File: src/rtl/periph_arb_pkg.sv
// rtl/periph_arb_pkg.sv - shared state, grant and timeout constants for periph_wb_arbiter
package periph_arb_pkg;

  typedef enum logic [1:0] {
    ST_IDLE = 2'd0,
    ST_OWN0 = 2'd1,
    ST_OWN1 = 2'd2
  } arb_state_e;

  localparam int unsigned TIMEOUT_CYCLES_DEF = 255;

  localparam logic [1:0] GNT_NONE = 2'b00;
  localparam logic [1:0] GNT_M0   = 2'b01;
  localparam logic [1:0] GNT_M1   = 2'b10;

endpackage

File: src/rtl/periph_arb_timeout.sv
// rtl/periph_arb_timeout.sv - stall counter that flags a stuck slave strobe
// tmo is a one-cycle pulse; an ack in the same cycle always suppresses it.
module periph_arb_timeout
  import periph_arb_pkg::*;
#(
  parameter int unsigned TIMEOUT_CYCLES = TIMEOUT_CYCLES_DEF,
  parameter int unsigned CNT_W          = 16
) (
  input  logic clk,
  input  logic rst_n,
  input  logic active,
  input  logic stb,
  input  logic ack,
  output logic tmo
);

  localparam logic [CNT_W-1:0] LIMIT = TIMEOUT_CYCLES[CNT_W-1:0];

  logic [CNT_W-1:0] cnt_q, cnt_d;

  always_ff @(posedge clk or negedge rst_n) begin
    if (!rst_n) begin
      cnt_q <= '0;
    end else begin
      cnt_q <= cnt_d;
    end
  end

  // Counter value equals the number of cycles the current strobe has waited.
  always_comb begin
    tmo   = active & stb & ~ack & (cnt_q == LIMIT);
    cnt_d = cnt_q + 1'b1;
    if (!active || !stb || ack || tmo) begin
      cnt_d = '0;
    end
  end

endmodule

File: src/rtl/periph_wb_arbiter.sv
// rtl/periph_wb_arbiter.sv - two-master classic Wishbone arbiter with stall timeout
// Define PERIPH_ARB_RR_EN for round-robin contention; default is fixed M0 priority.
module periph_wb_arbiter
  import periph_arb_pkg::*;
#(
  parameter int unsigned AW             = 32,
  parameter int unsigned DW             = 32,
  parameter int unsigned TIMEOUT_CYCLES = TIMEOUT_CYCLES_DEF,
  parameter int unsigned CNT_W          = 16
) (
  input  logic            wb_clk_i,
  input  logic            wb_rst_ni,
  input  logic            m0_cyc_i,
  input  logic            m0_stb_i,
  input  logic            m0_we_i,
  input  logic [DW/8-1:0] m0_sel_i,
  input  logic [AW-1:0]   m0_adr_i,
  input  logic [DW-1:0]   m0_dat_i,
  output logic [DW-1:0]   m0_dat_o,
  output logic            m0_ack_o,
  output logic            m0_err_o,
  input  logic            m1_cyc_i,
  input  logic            m1_stb_i,
  input  logic            m1_we_i,
  input  logic [DW/8-1:0] m1_sel_i,
  input  logic [AW-1:0]   m1_adr_i,
  input  logic [DW-1:0]   m1_dat_i,
  output logic [DW-1:0]   m1_dat_o,
  output logic            m1_ack_o,
  output logic            m1_err_o,
  output logic            s_cyc_o,
  output logic            s_stb_o,
  output logic            s_we_o,
  output logic [DW/8-1:0] s_sel_o,
  output logic [AW-1:0]   s_adr_o,
  output logic [DW-1:0]   s_dat_o,
  input  logic [DW-1:0]   s_dat_i,
  input  logic            s_ack_i,
  output logic [1:0]      gnt_o,
  output logic            tmo_irq_o
);

  arb_state_e state_q, state_d;

  logic            own0, own1, own_any;
  logic            own_cyc, own_stb, own_we;
  logic [DW/8-1:0] own_sel;
  logic [AW-1:0]   own_adr;
  logic [DW-1:0]   own_dat;
  logic            m0_first;
  logic            tmo;

`ifdef PERIPH_ARB_RR_EN
  logic last_q, last_d;

  // last_q=1 means M1 was served last, so M0 wins the next contention.
  always_ff @(posedge wb_clk_i or negedge wb_rst_ni) begin
    if (!wb_rst_ni) begin
      last_q <= 1'b1;
    end else begin
      last_q <= last_d;
    end
  end

  always_comb begin
    last_d = last_q;
    if (state_q == ST_IDLE && state_d != ST_IDLE) begin
      last_d = (state_d == ST_OWN1);
    end
  end

  assign m0_first = last_q;
`else
  assign m0_first = 1'b1;
`endif

  always_ff @(posedge wb_clk_i or negedge wb_rst_ni) begin
    if (!wb_rst_ni) begin
      state_q <= ST_IDLE;
    end else begin
      state_q <= state_d;
    end
  end

  // Ownership lasts the whole cyc window; release always passes through IDLE.
  always_comb begin
    state_d = state_q;
    case (state_q)
      ST_IDLE: begin
        if (m0_cyc_i && m1_cyc_i) begin
          state_d = m0_first ? ST_OWN0 : ST_OWN1;
        end else if (m0_cyc_i) begin
          state_d = ST_OWN0;
        end else if (m1_cyc_i) begin
          state_d = ST_OWN1;
        end
      end
      ST_OWN0: if (!m0_cyc_i) state_d = ST_IDLE;
      ST_OWN1: if (!m1_cyc_i) state_d = ST_IDLE;
      default: state_d = ST_IDLE;
    endcase
  end

  always_comb begin
    own0    = (state_q == ST_OWN0);
    own1    = (state_q == ST_OWN1);
    own_any = own0 | own1;
    own_cyc = 1'b0;
    own_stb = 1'b0;
    own_we  = 1'b0;
    own_sel = '0;
    own_adr = '0;
    own_dat = '0;
    if (own0) begin
      own_cyc = m0_cyc_i;
      own_stb = m0_cyc_i & m0_stb_i;
      own_we  = m0_we_i;
      own_sel = m0_sel_i;
      own_adr = m0_adr_i;
      own_dat = m0_dat_i;
    end else if (own1) begin
      own_cyc = m1_cyc_i;
      own_stb = m1_cyc_i & m1_stb_i;
      own_we  = m1_we_i;
      own_sel = m1_sel_i;
      own_adr = m1_adr_i;
      own_dat = m1_dat_i;
    end
  end

  periph_arb_timeout #(
    .TIMEOUT_CYCLES(TIMEOUT_CYCLES),
    .CNT_W         (CNT_W)
  ) u_timeout (
    .clk   (wb_clk_i),
    .rst_n (wb_rst_ni),
    .active(own_any),
    .stb   (own_stb),
    .ack   (s_ack_i),
    .tmo   (tmo)
  );

  // Strobe is withdrawn in the timeout cycle so the slave sees the beat end with the error.
  always_comb begin
    gnt_o     = own0 ? GNT_M0 : (own1 ? GNT_M1 : GNT_NONE);
    s_cyc_o   = own_cyc;
    s_stb_o   = own_stb & ~tmo;
    s_we_o    = own_we;
    s_sel_o   = own_sel;
    s_adr_o   = own_adr;
    s_dat_o   = own_dat;
    m0_ack_o  = own0 & own_cyc & s_ack_i;
    m1_ack_o  = own1 & own_cyc & s_ack_i;
    m0_err_o  = own0 & tmo;
    m1_err_o  = own1 & tmo;
    m0_dat_o  = own0 ? s_dat_i : '0;
    m1_dat_o  = own1 ? s_dat_i : '0;
    tmo_irq_o = tmo;
  end

endmodule

File: config.mk
export PLATFORM = sky130hd
export DESIGN_NAME = periph_wb_arbiter
export DESIGN_NICKNAME = d
export VERILOG_FILES = /design/src/rtl/periph_arb_pkg.sv /design/src/rtl/periph_arb_timeout.sv /design/src/rtl/periph_wb_arbiter.sv
export SDC_FILE = /design/constraint.sdc
export NUM_CORES = 1
export LEC_CHECK = 0
export ABC_AREA = 1
export CAP_MARGIN = 0
export CORE_AREA = 3 3 121 123
export CTS_CLUSTER_SIZE = 28
export DETAILED_ROUTE_END_ITERATION = 8
export DIE_AREA = 0 0 124 126
export GPL_ROUTABILITY_DRIVEN = 1
export PLACE_DENSITY = 0.61
export SYNTH_ARGS = -nofsm -noshare
export SYNTH_HDL_FRONTEND = slang
export SYNTH_SLANG_ARGS = --single-unit
File: constraint.sdc
create_clock -name wb_clk_i -period 4.02 [get_ports wb_clk_i]
set_input_delay 0.804 -clock wb_clk_i [delete_from_list [all_inputs] [get_ports wb_clk_i]]
set_output_delay 0.804 -clock wb_clk_i [all_outputs]
set_load 0.05 [all_outputs]
### Word-level counts from Yosys, hierarchy flattened

Cells that the tools add are included.

| cells by class | value |
|---|---|
| add/subtract/negate cells | 1 |
| equal/unequal tests | 6 |
| multiplexer cells | 23 |
| bitwise logic cells | 15 |
| reduce and logical (&&, ||, !) cells | 8 |

Operator list:

| kind | count |
|---|---|
| 32-bit two-way mux | 6 |
| 16-bit by 1-bit adder with 16-bit output, second input constant | 1 |
| 16-bit by 8-bit == test with 1-bit output, second input constant | 1 |
| 16-bit two-way mux | 1 |
| 2-bit two-way mux | 7 |
| 1-bit AND | 12 |
| 4-bit two-way mux | 2 |
| 1-bit two-way mux | 6 |
| 2-bit one-hot mux with 3 select lines | 1 |
| 2-bit != test, second input constant | 2 |
| 4-bit != test, second input constant | 1 |
| 1-bit logical OR | 3 |
| 3-bit AND reduction | 1 |
| 2-bit by 1-bit == test with 1-bit output, second input constant | 1 |
| 2-bit == test, second input constant | 1 |
| 1-bit zero test | 2 |
| 2-bit zero test | 1 |
| 1-bit NOT | 2 |
| 1-bit logical AND | 1 |
| 1-bit bitwise OR | 1 |

| storage, ports and cells | value |
|---|---|
| register bits after elaboration | 18 |
| bits of input ports | 177 |
| output and inout bits | 142 |
| logic and storage cells | 55 |

### Logic depth before layout (Yosys ltp)

Gate-level depths: netlist of the first run.

| depth | value |
|---|---|
| word-level depth | 8 |
| depth in mapped cells | 9 |
| mapped depth without buffers | 9 |

### Cells and area by module

Synthesis of the first run repeated with hierarchy kept, for this count alone.

| second synthesis, totals | value |
|---|---|
| cells, all modules | 517 |
| area total of the unflattened synthesis | 2577.5 µm² |

Modules (own cells, without submodules):

| module | times used | cells each | area an instance (µm²) | seq. area each (µm²) |
|---|---|---|---|---|
| periph_wb_arbiter | 1 | 400 | 1652.8 | 50.0 |
| periph_arb_timeout | 1 | 117 | 924.6 | 400.4 |

### Worst setup path before layout of the first run

Ideal clock, no wire load.

| timing | value |
|---|---|
| path type | input-to-output |
| start point | input port m0_cyc_i |
| end point | output port s_stb_o |
| arrival time | 2.255 ns |
| required time | 3.216 ns |
| setup slack | 0.961 ns |
| stages | 7 |
| path buffers | 0 |
| cells stage by stage | nand2_1 -> clkinv_1 -> nand2_1 -> nand2_1 -> nand3_1 -> nor2_1 -> nor2_1 |

| on the way | value |
|---|---|
| word-level cells in the longest chain between the ends | 7 |

Ends and longest elaborated chain:

| item | RTL line | RTL |
|---|---|---|
| start, declared | periph_wb_arbiter.sv:13 | `input logic m0_cyc_i,` |
| 1-bit AND | periph_wb_arbiter.sv:116 | `own_stb = m0_cyc_i & m0_stb_i;` |
| 1-bit two-way mux | periph_wb_arbiter.sv:114 | `if (own0) begin` |
| 1-bit AND (3 in a row) | periph_arb_timeout.sv:31 | `tmo = active & stb & ~ack & (cnt_q == LIMIT);` |
| net tmo_irq_o | periph_wb_arbiter.sv:40 | `output logic tmo_irq_o` |
| 1-bit NOT | periph_wb_arbiter.sv:147 | `s_stb_o = own_stb & ~tmo;` |
| 1-bit AND | periph_wb_arbiter.sv:147 |  |
| end, declared | periph_wb_arbiter.sv:32 | `output logic s_stb_o,` |

The timed path passes the listed nets, and every way through them passes these cells.

### Final worst setup path of the first run

| timing | value |
|---|---|
| start point | input port m0_cyc_i |
| end point | output port s_stb_o |

| on the way | value |
|---|---|
| word-level cells in the longest chain between the ends | 7 |

Ends and longest elaborated chain:

| item | RTL line |
|---|---|
| 1-bit AND (*) | periph_wb_arbiter.sv:116 |
| 1-bit two-way mux (*) | periph_wb_arbiter.sv:114 |
| 1-bit AND (3 in a row) | periph_arb_timeout.sv:31 |
| 1-bit NOT | periph_wb_arbiter.sv:147 |
| 1-bit AND (*) | periph_wb_arbiter.sv:147 |

Every way passes the cells marked *; elsewhere a longest branch is shown, timed or not.

==> run_results.csv, run 1 <==
group,metric,value,unit
timing,rsz0062_at_grt,"no",
worst_setup_path,r2r_end,"u_timeout.cnt_q[14]$_DFF_PN0_",
worst_setup_path,critPathMaxStageDelay,0.80,ns
synth,ys_types,25,
routing,wl_per_cell,21.0,um
routing,vias_per_cell,4.37,
synth,yosys.area_share.simple,28.3,%
die,dieArea,15600,um2
pwr,pwr_density_cell,710,nW/um2
timing,finalCritPeriodShare,88.3,%
routing,num_vias,3762,
grt,grt_max_degree,88,
worst_setup_path,cp-endpoint,"s_stb_o",
pwr,p_leak,3.01,nW
worst_setup_path,path_delay_family,"buffers and inverters",
worst_setup_path,crit_arrival,2.75,ns
job,drv_cap,0,
worst_setup_path,critPathBufInv,3,
placement,place_hpwl,15.6,mm
timing,period_needed,3.55,ns
die,io_pins,319,
worst_setup_path,end_kind,"primary output",
pwr,total_power,0.00459,W
timing,setup_viol,0,
placement,io_buffers,318,
final_layout,nets,863,
timing,hold_violations,0,
synth,synth_top_area_share,26.3,%
grt,grt_pass1_vias,3763,
grt,grt_use_total,21.8,%
worst_setup_path,cp_common_cell,"nand2_1",
synth,synth-xor-area-share,2.28,%
routing,drcViolationCount,0,
die,core_area,13800,um2
clocking,cts_root_buf,"clkbuf_16",
synth,netlist_area,2300,um2
worst_setup_path,cp_slowest_cell,"clkdlybuf4s50_1",
placement,gp_congestion,0.948,
clocking,post_cts_buffers,0,
clocking,cts_tree,"done",
synth,netlist_instances,378,
worst_setup_path,reg2regPathDepth,6,
synth,synth_area_leader_cell,"a22o_1",
worst_setup_path,critPathMaxFanout,3,
synth,synth_fa_ha_area_share,2.72,%
clocking,clockBufferDepth,2,
die,die_h,126,um
timing,relSlewSlack,44.7,%
worst_setup_path,ff2ff_setup_slack,1.98,ns
routing,first_iter_violations,179,
clocking,clkSlewWorstSetupHoldPaths,0.05,ns
synth,yosys_warnings,0,
routing,wirelength,18.0,mm
worst_setup_path,cp-start-kind,"input port",
clocking,cts_sinks,18,
routing,drtPass1Iterations,5,
timing,postLayoutSetupSlackWorst,0.469,ns
placement,place_area,6380,um2
die,rows,43,
final_layout,antenna_cells,0,
final_layout,drive_gt1_share,12.9,%
grt,overflow,0,
grt,grt_pass1_wl,24.7,mm
synth,synth_compound_area_share,28.6,%
final_layout,num-fill-cells,1351,
worst_setup_path,r2r_start,"state_q[0]$_DFFE_PN0P_",
clocking,clk_latency,0.25,ns
synth,yosys-top-cells-area,"a22o_1 26%, dfrtp_1 20%, nand2_1 17%, inv_1 13%, nor2_1 6.4%",
timing,clock.fmax,0.282,GHz
timing,slew_viol_final,0,
pwr,ir_drop,373,uV
clocking,cts_buffers,3,
timing,clock_skew,0.00213,ns
worst_setup_path,required,3.22,ns
die,die_width,124,um
synth,synth_mux_area_share,0,%
outcome,status,"finished clean",
worst_setup_path,crit_type,"input port to primary output",
worst_setup_path,crit_path_start,"m0_cyc_i",
worst_hold_path,hp-class,"flop to flop",
clocking,htreeDepth,1,
synth,synth_top_family_by_area,"compound AO/OA/AOI/OAI gates",
timing,worst-slew-pin-transition,0.827,ns
die,initial_utilization,16.7,%
grt,antenna_found_initial,0,
clocking,cts_resized,0,
worst_setup_path,worst-path-stages,9,
final_layout,design_area,6470,um2
final_layout,area_delta_synth_final,181,%
worst_setup_path,path_cells,"clkdlybuf4s50_1, nand2_1, clkinv_1, nand2_1, nand2_1, nand3_1, nor2_1, nor2_1, clkdlybuf4s50_1",
synth,ys_seq_area_share,19.6,%
clocking,postCtsHoldBufs,0,
synth,syn_avg_cell_area,6.09,um2
synth,synthesis.nets,560,
placement,pre_cts_slack,0.484,ns
timing,setup-tns-final,0,ns
synth,synth_seq_cells,18,
routing,antenna_left,0,
-- Yosys cell counts, drive strengths merged --
master  number
o21bai       2
nor2        42
clkbuf      14
a21oi        4
dfrtp       18
nand2      105
inv         83
a22o        69
nand3       11
nor3         1
o21ai        3
xor2         4
clkinv       1
buf         10
ha           5
nand4        4
xnor2        2
-- how the worst min path moves through the flow --
stage	slack [ns]	to	startpoint	cells after the start
final	0.49	u_timeout.cnt_q[0]$_DFF_PN0_	u_timeout.cnt_q[0]$_DFF_PN0_	1
after global routing	0.51	u_timeout.cnt_q[0]$_DFF_PN0_	u_timeout.cnt_q[0]$_DFF_PN0_	1
after CTS	0.49	u_timeout.cnt_q[0]$_DFF_PN0_	u_timeout.cnt_q[0]$_DFF_PN0_	1
after detailed placement	0.48	u_timeout.cnt_q[0]$_DFF_PN0_	u_timeout.cnt_q[0]$_DFF_PN0_	1
after global placement	0.48	u_timeout.cnt_q[0]$_DFF_PN0_	u_timeout.cnt_q[0]$_DFF_PN0_	1
after floorplan	0.45	u_timeout.cnt_q[0]$_DFF_PN0_	u_timeout.cnt_q[0]$_DFF_PN0_	1
-- logic make-up (layout without fill, tap and decap cells) --
group / count (synthesis) / in the layout
xor+xnor: 6 / 6
compound gates: 78 / 78
buf+inv: 108 / 410
simple gates: 163 / 163
fa+ha+maj: 5 / 5
flops: 18 / 18
-- final cells by class --
class	count	area [um2]	share of cell area (%)
timing repair buffer	322	3940	61.0
multi-input combinational	252	1440	22.3
sequential	18	450	6.97
inverter	84	315	4.88
tap	180	225	3.48
clock buffer	4	88.8	1.37
-- per-stage QoR --
stage | utilization (%) | cells | hold WS [ns]
6_report | 46.9 | 860 | 0.486
5_1_grt | 46.9 | 860 | 0.512
4_1_cts | 46.9 | 860 | 0.489
3_5_place_dp | 46.3 | 856 | 0.481
3_3_place_gp | 46.3 | 856 | 0.476
2_1_floorplan | - | 378 | 0.450
-- cell usage in the layout (no fill, tap or decap) --
master and instances:
nor2_1 39, buf_4 4, o21bai_1 2, nand4_1 4
ha_4 1, ha_1 4, a21oi_2 1, inv_1 82
o21ai_0 3, xor2_1 4, nor2_2 1, a22o_1 69
nor2_4 2, buf_12 73, nand3_1 11, clkdlybuf4s50_1 245
nand2_1 104, nor3_1 1, clkbuf_16 3, nand2_2 1
clkinv_1 1, clkbuf_8 1, inv_2 1, a21oi_1 3
dfrtp_1 18, xnor2_1 2
-- sequential cells by signal (all words and copies together) (netlist names) --
register	count
u_timeout.cnt_q	16
state_q	2
-- metal layers --
layer	track usage (%)	vias to the layer above	part of all wire, %
met5	0	-	0
met4	2.51	0	0.69
met3	12.7	9	16
met2	35.2	229	45
met1	26.0	1715	38
li1	-	1809	-
-- report_power, final --
group / total [W] / switching (W) / leakage [nW] / internal (W)
logic: 0.00417 / 0.00249 / 2.72 / 0.00168
clock network: 0.000224 / 0.0000722 / 0.0442 / 0.000152
registers: 0.000199 / 0.00000872 / 0.249 / 0.000190
total: 0.00459 / 0.00257 / 3.01 / 0.00202
Note: power is estimated with default switching activity, not from simulation.
==> inputs of run 2 (changes only) <==
PLACE_DENSITY = 0.68   (was 0.61)
==> run 2 against run 1 <==
Via count fell by 2.6%. Maximum frequency rose by 1.5%. First-iteration DRC count fell by 20%. Register-to-register slack improved by 0.06 ns. Final cell count rose by 0.47%. Combinational power barely moved. Sequential power barely moved. Sequential cell count did not move. Clock power fell by 12%. Critical endpoint unchanged. Largest power group unchanged.
==> run_results.csv, run 2 (same netlist as run 1, synthesis figures left out) <==
group,metric,value,unit
timing,setup_viol,0,
clocking,cts_tree,"done",
grt,grt_max_degree,44,
clocking,clk_latency,0.25,ns
timing,worst-slew-pin-transition,0.826,ns
timing,clock_skew,0.000905,ns
routing,wirelength,16.9,mm
placement,place_hpwl,14.8,mm
final_layout,drive_gt1_share,13.6,%
final_layout,num-fill-cells,1331,
pwr,p_leak,3.03,nW
clocking,postCtsHoldBufs,0,
grt,grt_pass1_vias,3717,
die,dieArea,15600,um2
placement,pre_cts_slack,0.533,ns
routing,antenna_left,0,
final_layout,largest_register_ff_count,16,
timing,finalCritPeriodShare,87.0,%
grt,antenna_found_initial,1,
clocking,post_cts_buffers,0,
worst_setup_path,end_kind,"primary output",
final_layout,utilization,47.1,%
timing,hold_violations,0,
worst_setup_path,critPathMaxFanout,3,
die,die_width,124,um
final_layout,final_cell_mix,"244 x clkdlybuf4s50_1, 104 x nand2_1, 82 x inv_1, 73 x buf_12, 69 x a22o_1",
clocking,cts_root_buf,"clkbuf_16",
timing,setup-tns-final,0,ns
routing,wl_per_cell,19.5,um
outcome,status,"finished clean",
worst_setup_path,crit_arrival,2.70,ns
grt,overflow,0,
clocking,clkSlewWorstSetupHoldPaths,0.05,ns
clocking,cts_resized,0,
routing,first_iter_violations,144,
clocking,cts_sinks,18,
die,core_area,13800,um2
final_layout,regMostFlops,"u_timeout.cnt_q",
placement,io_buffers,318,
die,initial_utilization,16.7,%
worst_hold_path,hp-class,"flop to flop",
job,drv_cap,0,
final_layout,antenna_cells,0,
worst_setup_path,required,3.22,ns
final_layout,final_common_cell,"clkdlybuf4s50_1",
routing,vias_per_cell,4.24,
timing,slew_viol_final,0,
pwr,ir_drop,467,uV
routing,drtPass1Iterations,4,
die,io_pins,319,
worst_setup_path,crit_type,"input port to primary output",
final_layout,nets,868,
grt,grt_pass1_wl,23.5,mm
clocking,cts_buffers,3,
placement,gp_congestion,0.862,
timing,postLayoutSetupSlackWorst,0.521,ns
timing,rsz0062_at_grt,"no",
clocking,htreeDepth,1,
grt,grt_use_total,20.6,%
clocking,clockBufferDepth,2,
routing,drcViolationCount,0,
final_layout,area_delta_synth_final,182,%
timing,period_needed,3.50,ns
die,rows,43,
die,die_h,126,um
timing,relSlewSlack,44.8,%
final_layout,reg.largest.list,"u_timeout.cnt_q x16, state_q x2",
timing,clock.fmax,0.286,GHz
pwr,pwr_density_cell,701,nW/um2
routing,num_vias,3663,
worst_setup_path,cp-start-kind,"input port",
run 2: path summary, 6_finish.rpt:
path | startpoint | to | slack (ns) | depth (start not counted)
setup reg to reg | state_q[1]$_DFFE_PN0P_ | u_timeout.cnt_q[14]$_DFF_PN0_ | 2.04 | 8
max in group asynchronous | wb_rst_ni | u_timeout.cnt_q[13]$_DFF_PN0_ | 2.48 | 1
min in group asynchronous | wb_rst_ni | u_timeout.cnt_q[0]$_DFF_PN0_ | 1.03 | 1
hold reg to reg | u_timeout.cnt_q[0]$_DFF_PN0_ | u_timeout.cnt_q[0]$_DFF_PN0_ | 0.49 | 1
setup / recovery | m0_cyc_i | s_stb_o | 0.52 | 9
hold / removal | u_timeout.cnt_q[0]$_DFF_PN0_ | u_timeout.cnt_q[0]$_DFF_PN0_ | 0.49 | 1
run 2: cell type report:
cell class | instances | area [um2] | share of cell area [%]
inverters | 84 | 315 | 4.86
flip-flops and latches | 18 | 450 | 6.94
clock buffers | 3 | 75.1 | 1.16
well taps | 180 | 225 | 3.47
repair buffers | 327 | 3980 | 61.3
multi-input cells | 252 | 1440 | 22.2
run 2: routing by layer:
layer  vias up  part of all wire [%]  track usage, %
met5         -                 0.077               0
met4         2                   1.1            2.58
met3        12                    19            15.9
met2       227                    45            33.2
met1      1602                    35            22.2
li1       1820                     -               -
run 2: metrics by stage:
step                cells  hold slack (ns)  cell area, um2  total power [W]
finish                864            0.490            6490          0.00455
global placement      861            0.476            6410          0.00438
detailed placement    861            0.485            6410          0.00437
floorplan             378            0.450            2300          0.00233
CTS                   864            0.491            6490          0.00459
global route          864            0.537            6490          0.00476
run 2: power by group:
part / internal, W / switching [W] / leakage [nW]
sequential: 0.000190 / 0.00000775 / 0.249
clock: 0.000131 / 0.0000670 / 0.0370
combinational: 0.00170 / 0.00245 / 2.75
total: 0.00202 / 0.00253 / 3.03
run 2: critical path, cell delays in order:
cell and delay, ns:
clkdlybuf4s50_1 0.45, nand2_1 0.13, clkinv_1 0.09, nand2_1 0.10, nand2_1 0.07, nand3_1 0.07, nor2_1 0.05, nor2_1 0.11
clkdlybuf4s50_1 0.82
